**config.mk**
```make
export PLATFORM = sky130hd
export DESIGN_NAME = seq_divider
export DESIGN_NICKNAME = d
export VERILOG_FILES = /design/src/rtl/seq_divider.sv
export SDC_FILE = /design/constraint.sdc
export NUM_CORES = 1
export LEC_CHECK = 0
export ABC_AREA = 1
export CORE_ASPECT_RATIO = 1.1
export CORE_MARGIN = 2
export CORE_UTILIZATION = 60
export CTS_BUF_LIST = sky130_fd_sc_hd__clkbuf_8
export CTS_CLUSTER_DIAMETER = 200
export DETAILED_ROUTE_END_ITERATION = 7
export PLACE_DENSITY = 0.87
export SYNTH_ARGS = -nofsm -noshare
export SYNTH_HDL_FRONTEND = slang
export SYNTH_SLANG_ARGS = --single-unit
```
**constraint.sdc**
```tcl
create_clock -name clk -period 4.5 [get_ports clk]
set_input_delay 0.9 -clock clk [delete_from_list [all_inputs] [get_ports clk]]
set_output_delay 0.9 -clock clk [all_outputs]
set_load 0.02 [all_outputs]
```
**src/rtl/seq_divider.sv**
```systemverilog
// seq_divider: restoring shift-subtract divider with start/busy/done handshake; ports clk, rst, start, dividend, divisor -> busy, done, quotient, remainder, div_by_zero; optional two's-complement mode via DIV_SIGNED_EN
module seq_divider #(
  parameter int WIDTH = 16,
  parameter int CNT_W = $clog2(WIDTH + 1)
) (
  input  logic             clk,
  input  logic             rst,
  input  logic             start,
  input  logic [WIDTH-1:0] dividend,
  input  logic [WIDTH-1:0] divisor,
  output logic             busy,
  output logic             done,
  output logic [WIDTH-1:0] quotient,
  output logic [WIDTH-1:0] remainder,
  output logic             div_by_zero
);
  typedef enum logic [1:0] {IDLE, RUN, SIGN, FIN} state_t;
`ifdef DIV_SIGNED_EN
  localparam state_t AFTER_RUN = SIGN;
`else
  localparam state_t AFTER_RUN = FIN;
`endif
  state_t state, state_n;
  logic [2*WIDTH:0] p, p_run;
  logic [WIDTH-1:0] d, dd_mag, dv_mag;
  logic [WIDTH:0] t;
  logic [CNT_W-1:0] cnt;
`ifdef DIV_SIGNED_EN
  logic neg_q, neg_r;
  assign dd_mag = dividend[WIDTH-1] ? -dividend : dividend;
  assign dv_mag = divisor[WIDTH-1] ? -divisor : divisor;
`else
  assign dd_mag = dividend;
  assign dv_mag = divisor;
`endif
  assign busy = state != IDLE;
  // trial subtract on the shifted partial remainder; a set top bit means it went negative
  always_comb begin
    t = p[2*WIDTH-1:WIDTH-1] - {1'b0, d};
    p_run = t[WIDTH] ? p << 1 : {t, p[WIDTH-2:0], 1'b1};
  end
  always_comb begin
    state_n = state == IDLE ? (start ? (divisor == '0 ? FIN : RUN) : IDLE)
            : state == RUN  ? (cnt == CNT_W'(1) ? AFTER_RUN : RUN)
            : state == SIGN ? FIN : IDLE;
  end
  always_ff @(posedge clk) begin
    if (rst) state <= IDLE;
    else state <= state_n;
  end
  always_ff @(posedge clk) begin
    if (rst) begin
      p <= '0;
      d <= '0;
      cnt <= '0;
      done <= 1'b0;
      quotient <= '0;
      remainder <= '0;
      div_by_zero <= 1'b0;
`ifdef DIV_SIGNED_EN
      neg_q <= 1'b0;
      neg_r <= 1'b0;
`endif
    end else begin
      done <= 1'b0;
      case (state)
        IDLE: if (start) begin
          // a zero divisor keeps the raw dividend so it can be returned as the remainder
          p <= {{(WIDTH+1){1'b0}}, divisor == '0 ? dividend : dd_mag};
          d <= dv_mag;
          cnt <= CNT_W'(WIDTH);
          div_by_zero <= 1'b0;
`ifdef DIV_SIGNED_EN
          neg_q <= dividend[WIDTH-1] ^ divisor[WIDTH-1];
          neg_r <= dividend[WIDTH-1];
`endif
        end
        RUN: begin
          p <= p_run;
          cnt <= cnt - CNT_W'(1);
        end
`ifdef DIV_SIGNED_EN
        SIGN: p <= {1'b0, neg_r ? -p[2*WIDTH-1:WIDTH] : p[2*WIDTH-1:WIDTH], neg_q ? -p[WIDTH-1:0] : p[WIDTH-1:0]};
`endif
        FIN: begin
          done <= 1'b1;
          div_by_zero <= d == '0;
          quotient <= d == '0 ? '1 : p[WIDTH-1:0];
          remainder <= d == '0 ? p[WIDTH-1:0] : p[2*WIDTH-1:WIDTH];
        end
        default: ;
      endcase
    end
  end
endmodule

```
==> results of run 1 <==
==> final cells by class <==
class                           count  area share
Multi-Input combinational cell    489       0.447
Sequential cell                    89       0.299
Timing Repair Buffer               73       0.121
Inverter                          113      0.0711
Tap cell                          111      0.0233
Clock buffer                       10      0.0231
Clock inverter                      6      0.0159
==> cells in the mapped netlist, types with 12 or more instances <==
library cell and number:
a21oi_1 50, o21ai_0 36, nand3_1 24, o211ai_1 29, a31oi_1 19, nand2_2 16
nand2_1 190, clkbuf_1 25, nor2_1 36, dfxtp_1 89, nand3_2 12, ha_1 22
inv_1 109
==> per-layer routing <==
| layer | vias up | track usage | share of wire |
|---|---|---|---|
| met5 | - | 0 | 0 |
| met4 | 0 | 0.127 | 0.030 |
| met3 | 24 | 0.0518 | 0.069 |
| met2 | 214 | 0.487 | 0.48 |
| met1 | 2232 | 0.351 | 0.42 |
| li1 | 2444 | - | - |
==> layout by cell type (no fill, tap or decap), types with 2 or more instances in the layout <==
cell and count:
nor3_1 8, nor2_4 2, inv_2 4, inv_1 109
o21ai_0 36, a21oi_1 50, buf_4 4, bufinv_16 2
o211ai_1 29, ha_1 22, nand2_2 16, nor4_1 2
a31oi_1 19, nor2_1 36, xor2_1 8, a21oi_2 10
nand3_1 24, dfxtp_1 89, nand2_1 190, nand4_1 8
nand3_2 12, nor2_2 3, clkdlybuf4s50_1 69, nand2_4 2
inv_6 3, o21bai_1 2, clkbuf_8 10
==> kinds of logic (layout without fill, tap and decap cells) <==
logic type,Yosys count,in the layout,synth area share
buffers and inverters,147,202,0.115
XOR/XNOR,9,9,0.0157
adder cells (fa/ha/maj),23,23,0.0588
AO/OA/AOI/OAI,150,150,0.181
AND/OR/NAND/NOR,307,307,0.275
flip-flops,89,89,0.355
==> report_power, final <==
group,switching (W),internal (W)
Combinational,0.000206,0.000115
Clock,0.000299,0.000335
Sequential,0.0000189,0.000815
Total,0.000524,0.00127
==> critical path: stages <==
cell             delay (ns)
clkdlybuf4s50_1        0.40
buf_4                  0.29
inv_1                  1.03
o21ai_0                0.34
a21oi_1                0.24
==> flip-flops by register name, summed over array words and instances (netlist names) <==
register	cells
div_by_zero	1
quotient	16
d	16
done	1
state	2
remainder	16
p	32
cnt	5
==> stage by stage <==
step | hold slack (ns) | util | power, W
2_1_floorplan | 0.448 | - | 0.00108
3_3_place_gp | 0.463 | 0.692 | 0.00116
3_5_place_dp | 0.472 | 0.692 | 0.00117
4_1_cts | 0.495 | 0.720 | 0.00179
5_1_grt | 0.503 | 0.720 | 0.00186
6_report | 0.494 | 0.720 | 0.00179
==> how the worst max path moves through the flow <==
stage	from	to	cells past startpoint
2_1_floorplan	p[15]$_SDFFE_PP0P_	p[30]$_SDFFE_PP0P_	15
3_3_place_gp	rst	d[10]$_SDFFE_PP0P_	5
3_5_place_dp	rst	d[10]$_SDFFE_PP0P_	5
4_1_cts	rst	quotient[5]$_SDFFE_PP0P_	5
5_1_grt	rst	quotient[5]$_SDFFE_PP0P_	5
6_report	rst	quotient[5]$_SDFFE_PP0P_	5
==> impl_metrics.toml, run 1 <==
[hold_path]
worstHoldStart = "remainder[1]$_SDFFE_PP0P_"
min_to = "remainder[1]$_SDFFE_PP0P_"
hp-class = "reg -> reg"
worstHoldPathCells = 2

[sta]
fin_setup_tns_ns = 0
max_freq_mhz = 341
period_minus_slack_ns = 2.93
hold_viol = 0
final_max_slew_viol_count = 0
rsz0062_at_grt = "false"
worst_clock_skew_ns = 0.0142
final.period_utilization = 0.651
worst_pin_slew_ns = 1.34
report.final.setup_viol = 0
fin_ws_ns = 1.57
relSlewSlack = 0.107

[critical_path]
reg2reg_slack_ns = 1.92
crit_required_ns = 4.78
worstRegToRegCells = 9
rr_startpoint = "d[12]$_SDFFE_PP0P_"
reg2reg_to = "remainder[0]$_SDFFE_PP0P_"
critPathArrivalTime_ns = 3.21
cp-end-kind = "flop"
critPathLaunchType = "primary input"
crit_fanout = 49
crit_type = "in -> reg"

[synthesis]
synthFlopType = "dfxtp_1"
postSynthAreaPerCell_um2 = 6.93
async_reset_ff_frac = 0
ys_ff_latch = 89
yosysWarnings = 0
synth_top_area_frac = 0.355
syn_area_um2 = 5020
syn_inst = 725
synth_cell_type_count = 37
synth_top_cell_by_area = "dfxtp_1"
yosysSeqAreaShare = 0.355
syn_nets = 783
synth_edf_count = 0
synth.area.top_cells = "dfxtp_1, nand2_1, inv_1"

[cells_and_area]
fin_area_um2 = 5960
drive_above_1_share = 0.0923
num_antenna_cells = 0
syn2layout_area_growth_pct = 18.7
multi_input_area_um2 = 2670
instances_no_fill = 891
nFillCells = 651
nNetsFinal = 833
ff_latch_area_um2 = 1780

[cts]
cts_sinks = 89
ctsHoldBuffers = 0
htree_levels = 3
clock_latency_ns = 0.36
clock_path_buffers = 2
cts_made_buffers = 9
post_cts_resized = 0
path_clk_slew_ns = 0.10
root_buffer = "clkbuf_8"
cts_tree = "done"
post_cts_buffers = 0

[flow_run]
drv_cap = 0

[drt]
vias_per_cell = 5.52
remaining_drc_errors = 0
drt-initial-drc-count = 334
drt-total-wl_mm = 12.9
first_pass_iters = 7
post_drt_wl_per_cell_um = 14.5
ant_nets = 0
route.vias.total = 4914

[die]
chipWidth_um = 91.2
ioPinCount = 70
num_rows = 35
start_util = 0.607
die_area_um2 = 9120
coreArea_um2 = 8280
die_h_um = 100

[pwr]
ir_drop_v = 0.000223
powerDensity_nw_per_um2 = 300
p_leak_nw = 2.68

[grt]
grt_antenna_before_repair = 0
grt_max_degree = 53
grt_pass1_vias = 4583
track_usage = 0.284
grt_overflow = 0
grt_pass1_wl_mm = 20.9

[place]
placed_area_um2 = 5730
dp_cells = 875
portBuffers = 69
dp_hpwl_mm = 9.32
pre_cts_slack_ns = 1.34
gp_congestion = 0.922

[outcome]
outcome = "completed"
Note: power is estimated with default switching activity, not from simulation.
==> inputs of run 2 (changes only) <==
--- a/config.mk
+++ b/config.mk
@@ -8,11 +8,11 @@
 export ABC_AREA = 1
 export CORE_ASPECT_RATIO = 1.1
 export CORE_MARGIN = 2
-export CORE_UTILIZATION = 60
+export CORE_UTILIZATION = 51
 export CTS_BUF_LIST = sky130_fd_sc_hd__clkbuf_8
 export CTS_CLUSTER_DIAMETER = 200
 export DETAILED_ROUTE_END_ITERATION = 7
-export PLACE_DENSITY = 0.87
+export PLACE_DENSITY = 0.79
 export SYNTH_ARGS = -nofsm -noshare
 export SYNTH_HDL_FRONTEND = slang
 export SYNTH_SLANG_ARGS = --single-unit
==> constraint.sdc (replaced) <==
create_clock -name clk -period 2.4 [get_ports clk]
set_input_delay 0.48 -clock clk [delete_from_list [all_inputs] [get_ports clk]]
set_output_delay 0.48 -clock clk [all_outputs]
set_load 0.02 [all_outputs]
==> run 2 against run 1 <==
Effect of this change:
- first-iteration DRC count fell by 9.0%
- via count fell by 1.5%
- sequential share of layout area is 0.46 points lower
- flip-flop and latch count did not move
- sequential power is 87% higher
- clock power up 85%
- clock skew fell by 0.0044 ns
==> impl_metrics.toml, run 2 (synthesized netlist as in run 1, its figures left out) <==
[outcome]
outcome = "completed"

[grt]
grt_pass1_vias = 4628
grt_max_degree = 52
grt_pass1_wl_mm = 21.5
grt_overflow = 0
track_usage = 0.247
grt_antenna_before_repair = 0

[critical_path]
cp_top_family = "simple AND/OR/NAND/NOR gates"
cp-end-kind = "flop"
path_common_cell = "nand2_1"
critPathLaunchType = "flop"
path_buf_inv = 2
crit_required_ns = 2.69
cp_slowest_cell = "fa_1"
crit_type = "reg -> reg"
path_cells = "inv_2 -> ha_1 -> inv_1 -> fa_1 -> nand2_1 -> nand2_1 -> nand3b_1 -> nand2_2 -> nand2_4 -> nand3_2 -> nand2_8 -> nand2_1 -> nand2_1 -> nand2_1 -> a21oi_1"
crit_fanout = 16
critPathArrivalTime_ns = 2.54
max_stage_delay_ns = 0.42
rr_startpoint = "p[15]$_SDFFE_PP0P_"
crit_start = "p[15]$_SDFFE_PP0P_"

[sta]
period_minus_slack_ns = 2.25
relSlewSlack = 0.668
worst_clock_skew_ns = 0.00981
final.period_utilization = 0.937
final_max_slew_viol_count = 0
report.final.setup_viol = 0
fin_ws_ns = 0.151
hold_viol = 0
fin_setup_tns_ns = 0
max_freq_mhz = 445
whs_ns = 0.487
worst_pin_slew_ns = 0.498

[cells_and_area]
ff_latch_area_um2 = 1780
mostFrequentLayoutCell = "nand2_1"
final_cell_mix = "nand2_1, inv_1, dfxtp_1"
multi_input_area_um2 = 2680
instances_no_fill = 907
regMostFlops = "p"
largest_reg_flops = 32
nNetsFinal = 840
nFillCells = 883
num_antenna_cells = 0
syn2layout_area_growth_pct = 20.5
drive_above_1_share = 0.102
final_util = 0.621

[drt]
drt-total-wl_mm = 12.7
route.vias.total = 4839
remaining_drc_errors = 0
ant_nets = 0
post_drt_wl_per_cell_um = 14.0
vias_per_cell = 5.34
first_pass_iters = 5
drt-initial-drc-count = 304

[place]
portBuffers = 69
pre_cts_slack_ns = 0.132
dp_cells = 891
gp_congestion = 0.909
dp_hpwl_mm = 9.50

[die]
chipWidth_um = 98.6
die_h_um = 108
start_util = 0.515
ioPinCount = 70
die_area_um2 = 10700
num_rows = 38
coreArea_um2 = 9750

[pwr]
ir_drop_v = 0.000260
powerDensity_nw_per_um2 = 554
p_leak_nw = 2.73

[cts]
cts_sinks = 89
path_clk_slew_ns = 0.08
htree_levels = 3
cts_made_buffers = 9
root_buffer = "clkbuf_8"
cts_tree = "done"
clock_path_buffers = 2
clock_latency_ns = 0.37
ctsHoldBuffers = 0
post_cts_buffers = 0

[hold_path]
worstHoldStart = "remainder[12]$_SDFFE_PP0P_"
hp-class = "reg -> reg"

[flow_run]
drv_cap = 0
## run 2: final cells by class
type                       instances  area share
clock buffer                      11      0.0250
clock inverter                     5      0.0130
inverter                         113      0.0700
multi-input combinational        489       0.443
sequential                        89       0.294
tap                              120      0.0248
timing repair buffer              80       0.130
## run 2: worst reg2reg max path, stage by stage, from the launching register on
cell and delay [ns]:
dfxtp_1 0.34, inv_2 0.09, ha_1 0.15, inv_1 0.08, fa_1 0.42, nand2_1 0.11
nand2_1 0.06, nand3b_1 0.09, nand2_2 0.08, nand2_4 0.08, nand3_2 0.13, nand2_8 0.18
nand2_1 0.12, nand2_1 0.08, nand2_1 0.05, a21oi_1 0.12
## run 2: path summary, 6_finish.rpt
path | depth (start not counted) | slack (ns) | to
min | 2 | 0.49 | remainder[12]$_SDFFE_PP0P_
min reg2reg | 2 | 0.49 | remainder[12]$_SDFFE_PP0P_
max reg2reg | 15 | 0.15 | p[30]$_SDFFE_PP0P_
max | 15 | 0.15 | p[30]$_SDFFE_PP0P_
## run 2: metal layers
| layer | global-route usage | wire length (µm) |
|---|---|---|
| met5 | 0 | 0 |
| met4 | 0.0920 | 290 |
| met3 | 0.0394 | 787 |
| met2 | 0.417 | 6100 |
| met1 | 0.319 | 5560 |
## run 2: what timing repair did
action,in CTS,in global routing
hold endpoints to repair,0,0
endpoints found under the setup margin,0,7
gates resized for setup,0,5
## run 2: through the flow
stage               area, µm²  power, W
floorplan                5020   0.00202
global placement         5810   0.00219
detailed placement       5810   0.00220
CTS                      6040   0.00336
global route             6060   0.00351
finish                   6060   0.00335
## run 2: report_power, final
group          internal [W]  switching (W)
clock              0.000639       0.000534
combinational      0.000227       0.000389
sequential          0.00153      0.0000359
==> RTL edit 1 (settings of run 1) <==
`WIDTH`: 16 -> 32.
--- a/src/rtl/seq_divider.sv
+++ b/src/rtl/seq_divider.sv
@@ -1,6 +1,6 @@
 // seq_divider: restoring shift-subtract divider with start/busy/done handshake; ports clk, rst, start, dividend, divisor -> busy, done, quotient, remainder, div_by_zero; optional two's-complement mode via DIV_SIGNED_EN
 module seq_divider #(
-  parameter int WIDTH = 16,
+  parameter int WIDTH = 32,
   parameter int CNT_W = $clog2(WIDTH + 1)
 ) (
   input  logic             clk,
Interface: changed (resized dividend, divisor, quotient and remainder); port bits go from 70 to 134. No check against the original RTL was run, so the function may have changed too.
==> RTL edit 1 against run 1 <==
- critical path depth down 1
- cell count up 110%
- area after synthesis up 98%
- sequential cell count up 81
- via count up 110%
- wire length up 130%
- critical path type is now reg -> out
- setup slack better by 0.028 ns
- highest routed layer unchanged
- total power up 85%
- first-iteration DRC count rose to 3.0 times the old value
- global-route usage up 4.9 points
- final area up 96%
- synthesized cell count up 110%
- sequential share of layout area down 0.81 points
==> RTL edit 1: results (changes against run 1) <==
Layout
  – Top reg by flops: p
  – # diodes: 0 (unchanged)
  – Fill count: 1401 (+120%)
  – Layout Nets: 1734 (+110%)
  – Max reg flops: 64 (+100%)
  – Layout cell share with drive strength beyond 1: 4.88% (-4.4 points)

Global route
  – Global Route Usage Sum: 33.3% (+4.9 points)
  – First-pass GRT wire length: 47.6 mm (+130%)
  – Initial antenna violation count: 0 (unchanged)
  – Vias in the first global route: 9776 (+110%)
  – Largest net degree at the start of global routing: 99 (+87%)

Clock tree
  – CTS H-tree lvls: 4 (+1)
  – Post-CTS resize count: 0 (unchanged)
  – Clk_lat worst skew: 0.49 ns (+0.13 ns)
  – TritonCTS Buffers: 17 (+8)
  – CTS root buffer: clkbuf_8
  – Clk pin slew, worst setup/hold paths: 0.10 ns (about the same)
  – Max clock buf depth: 2 (unchanged)

Setup path
  – R2R Path End: p[57]
  – CP max stage cell: clkdlybuf4s50_1
  – WP data arrival: 2.00 ns (-1.21 ns)
  – RR Startpoint: p[31]
  – Maximum fanout along the worst path: 4 (-92%)
  – Critical Path Sink: busy
  – Reg2reg path depth: 17 (+8)
  – Max stage delay on crit path: 0.64 ns (-0.39 ns)
  – Worst setup path start: state[0]
  – Setup slack, reg-to-reg: 1.63 ns (-0.29 ns)

Placement
  – Routability cong.: 0.974 (+5.7%)
  – Pre-CTS setup slack: 1.41 ns (+0.0653 ns)
  – Hpwl dp: 21.1 mm (+130%)
  – Placed cell count: 1813 (+110%)
  – Port buffer count: 133 (+93%)

Yosys
  – Syn nets: 1647 (+110%)
  – Synth cell count leaders: nand2_1, inv_1, dfxtp_1
  – Synthesis Warnings: 0 (unchanged)
  – Async set or reset register ratio after synthesis: 0% (unchanged)
  – Synth area leaders: dfxtp_1, nand2_1, inv_1
  – Avg Cell Area, Syn: 6.45 sq um (-6.8%)
  – Sequential-to-total area share from yosys stat: 34.2% (-1.3 points)
  – Post-synth cell types: 38 (+2.7%)

Routing
  – Via Count: 10300 (+110%)
  – TritonRoute pass-1 iters: 5 (-2)
  – Mean number of vias per cell: 5.57 (+0.97%)
  – Wirelength, routed: 29.1 mm (+130%)
  – Number of DRC markers in iteration 0: 1014 (+200%)

Min path
  – Worst hold path class: reg -> reg

Pwr
  – Leakage: 5.51 nW (+110%)
  – Maximum vdd drop: 0.205 mV (-7.9%)

STA
  – Slew at the pin closest to its max-slew limit: 1.08 ns (-0.259 ns)
  – Fin Clk Skew: 0.0216 ns (+0.00738 ns)
  – Fmax: 345 MHz (+0.96%)

Run status
  – Outcome: complete, no violations
==> RTL edit 1: power breakdown <==
| part | leakage (nW) | total (W) | internal, W | switching [W] |
|---|---|---|---|---|
| clock | 0.210 | 0.00111 | 0.000428 | 0.000686 |
| sequential | 1.38 | 0.00160 | 0.00156 | 0.0000422 |
| combinational | 3.92 | 0.000590 | 0.000206 | 0.000384 |
==> RTL edit 1: worst min path at each step <==
stage | start | to | slack (ns) | cells after the start
3_5_place_dp | d[23] | d[23] | 0.46 | 2
5_1_grt | d[23] | d[23] | 0.51 | 2
4_1_cts | d[23] | d[23] | 0.48 | 2
2_1_floorplan | d[23] | d[23] | 0.44 | 2
3_3_place_gp | d[23] | d[23] | 0.46 | 2
6_report | d[23] | d[23] | 0.48 | 2
==> RTL edit 1: stage by stage <==
stage	instance area, sq um	total power [W]	hold WS [ns]
floorplan	9950	0.00200	0.436
global placement	11300	0.00221	0.461
detailed placement	11300	0.00221	0.464
CTS	11700	0.00330	0.480
global route	11700	0.00345	0.510
finish	11700	0.00331	0.477
==> RTL edit 1: layer usage <==
metal  share of wire (%)  track usage, %
met5                   0               0
met2                  46            54.0
met3                 7.9            5.48
met1                  43            44.3
met4                 3.3            13.4
==> RTL edit 1: kinds of logic (layout without fill, tap and decap cells) <==
kind of cell	after synthesis	after routing	share of synthesized area [%]
AND/OR/NAND/NOR	709	709	30.2
flip-flops	170	170	34.2
AO/OA/AOI/OAI	282	282	16.3
XOR/XNOR	17	17	1.50
buffers and inverters	324	424	12.8
adder cells (fa/ha/maj)	39	39	4.98
==> RTL edit 1: area by class of cell <==
cell class                      count  area, sq um  area share (%)
Inverter                          250          938            8.02
Timing Repair Buffer              142         1410            12.0
Clock inverter                     15          171            1.46
Multi-Input combinational cell   1047         5300            45.3
Sequential cell                   170         3400            29.1
Clock buffer                       17          234            2.00
Tap cell                          204          255            2.18
==> RTL edit 1: worst reg2reg max path: stages (launching register included) <==
cell and delay [ns]:
dfxtp_1 0.34, inv_1 0.11, ha_1 0.18, inv_1 0.07, fa_1 0.42, nand2_1 0.09, nand2_1 0.09, nand3_2 0.09
nand2_2 0.09, nand2_2 0.07, nand2_2 0.07, nand2_4 0.08, nand3_4 0.34, nand2_8 0.38, nand2_1 0.09, nand2_1 0.06
nand2_1 0.05, a21oi_1 0.18
==> RTL edit 2 (config.mk and constraints of run 1) <==
Without the edit above. Put one more register stage on the output `remainder`. The value now appears one clock later. The other outputs are not delayed to match.
--- a/src/rtl/seq_divider.sv
+++ b/src/rtl/seq_divider.sv
@@ -15,6 +15,8 @@
   output logic             div_by_zero
 );
   typedef enum logic [1:0] {IDLE, RUN, SIGN, FIN} state_t;
+
+  logic [WIDTH-1:0] remainder_s0;
 `ifdef DIV_SIGNED_EN
   localparam state_t AFTER_RUN = SIGN;
 `else
@@ -55,7 +57,7 @@
       cnt <= '0;
       done <= 1'b0;
       quotient <= '0;
-      remainder <= '0;
+      remainder_s0 <= '0;
       div_by_zero <= 1'b0;
 `ifdef DIV_SIGNED_EN
       neg_q <= 1'b0;
@@ -86,11 +88,15 @@
           done <= 1'b1;
           div_by_zero <= d == '0;
           quotient <= d == '0 ? '1 : p[WIDTH-1:0];
-          remainder <= d == '0 ? p[WIDTH-1:0] : p[2*WIDTH-1:WIDTH];
+          remainder_s0 <= d == '0 ? p[WIDTH-1:0] : p[2*WIDTH-1:WIDTH];
         end
         default: ;
       endcase
     end
   end
+  always_ff @(posedge clk) begin
+    remainder <= remainder_s0;
+  end
+
 endmodule
 
Check against the original RTL: not equivalent (Yosys sat finds a counterexample within 4 cycles, from zero or initial values and one cycle with rst high).
==> RTL edit 2 against run 1 <==
- area after synthesis grew 4.1%
- final area grew 3.4%
- core utilization grew 1.3 points
- sequential cell count grew 16
- wire length is essentially flat
- via count grew 0.77%
- setup slack gained 0.17 ns
- total power grew 5.5%
- sequential share of layout area grew 4.2 points
- cell count grew 1.2%
- largest cell class unchanged
==> RTL edit 2: results (changes against run 1) <==
Run status
  – Outcome: complete, no violations

Global route
  – Grt met3 use: 3.32% (-1.9 points)
  – Vias in the first global route: 4528 (-1.2%)
  – First-pass GRT wire length: 21.0 mm (+0.23%)
  – Largest net degree at the start of global routing: 58 (+9.4%)
  – Global Route Usage Sum: 27.7% (-0.68 points)

Layout
  – Layout Nets: 844 (+1.3%)
  – Non-filler cells, final: 902 (+1.2%)
  – Layout cell share with drive strength beyond 1: 5.44% (-3.8 points)

STA
  – Fin Clk Skew: 0.0127 ns (-0.00154 ns)
  – Worst hold slack: 0.357 ns (-0.138 ns)

Routing
  – WL met3: 685 microns (-23%)
  – Number of DRC markers in iteration 0: 345 (+3.3%)

Pwr
  – Maximum vdd drop: 0.188 mV (-15%)
  – Leakage: 2.74 nW (+2.2%)

Yosys
  – Sequential-to-total area share from yosys stat: 40.2% (+4.7 points)
  – Synth cell count leaders: nand2_1, dfxtp_1, inv_1
  – Synth area leaders: dfxtp_1, nand2_1, inv_1
  – Compound-Gate Fraction of Synth Area: 15.5% (-2.6 points)
  – XOR/XNOR Fraction of Synth Area: 1.51% (-0.062 points)
  – Post-synth cell types: 32 (-14%)

Placement
  – Pre-CTS setup slack: 1.41 ns (+0.0677 ns)
  – Placed cell count: 886 (+1.3%)
  – Routability cong.: 0.931 (+0.99%)

Min path
  – Hold_sp: remainder_s0[3]
  – Hold Crit Depth: 0 (-2)

Clock tree
  – Clk_lat worst skew: 0.38 ns (+0.02 ns)

Setup path
  – Max stage delay on crit path: 0.63 ns (-0.40 ns)
  – Setup slack, reg-to-reg: 1.87 ns (-0.05 ns)
  – CP max stage cell: clkdlybuf4s50_1
  – Maximum fanout along the worst path: 4 (-92%)
[RTL edit 2: cell count changes after synthesis, sizes merged, moves of 2 or more]
cell	run 1	this run
o21bai	2	0
o211ai	29	21
nor3	8	6
inv	113	106
and2	2	4
nand4	8	6
a21oi	61	57
a31oi	19	24
nand2	208	206
nand3	36	47
dfxtp	89	105
nor2	41	33
nand3b	1	12
[RTL edit 2: kinds of logic (layout without fill, tap and decap cells)]
logic type | after synthesis | count (layout)
flops | 105 | 105
buf+inv | 140 | 196
xor+xnor | 9 | 9
fa+ha+maj | 23 | 23
simple gates | 317 | 317
compound gates | 141 | 141
[RTL edit 2: worst reg2reg max path, stage by stage (launching register included)]
cell      delay, ns
dfxtp_1        0.32
inv_1          0.18
nand3_1        0.13
nor2_1         0.13
nand2_1        0.75
inv_1          0.64
nand2_1        0.10
nand3_1        0.15
o211ai_1       0.11
inv_1          0.09
[RTL edit 2: where the power goes]
group          leakage (nW)  switching, W  total (W)  internal [W]
Sequential            0.853     0.0000200   0.000977      0.000957
Combinational          1.78      0.000195   0.000311      0.000115
Clock                 0.106      0.000372   0.000601      0.000229
[RTL edit 2: worst max-delay path by stage]
| stage | start | to | slack, ns |
|---|---|---|---|
| 2_1_floorplan | p[15] | p[23] | 2.48 |
| 3_3_place_gp | start | p[31] | 1.50 |
| 3_5_place_dp | start | p[31] | 1.41 |
| 4_1_cts | state[0] | busy | 1.75 |
| 5_1_grt | rst | quotient[3] | 1.54 |
| 6_report | state[0] | busy | 1.74 |
[RTL edit 2: area by class of cell]
class	instances	area [sq um]
sequential	105	2100
clock buffer	9	124
clock inverter	7	91.3
tap	111	139
fill	691	2240
timing repair buffer	74	728
inverter	106	398
multi-input combinational	490	2580
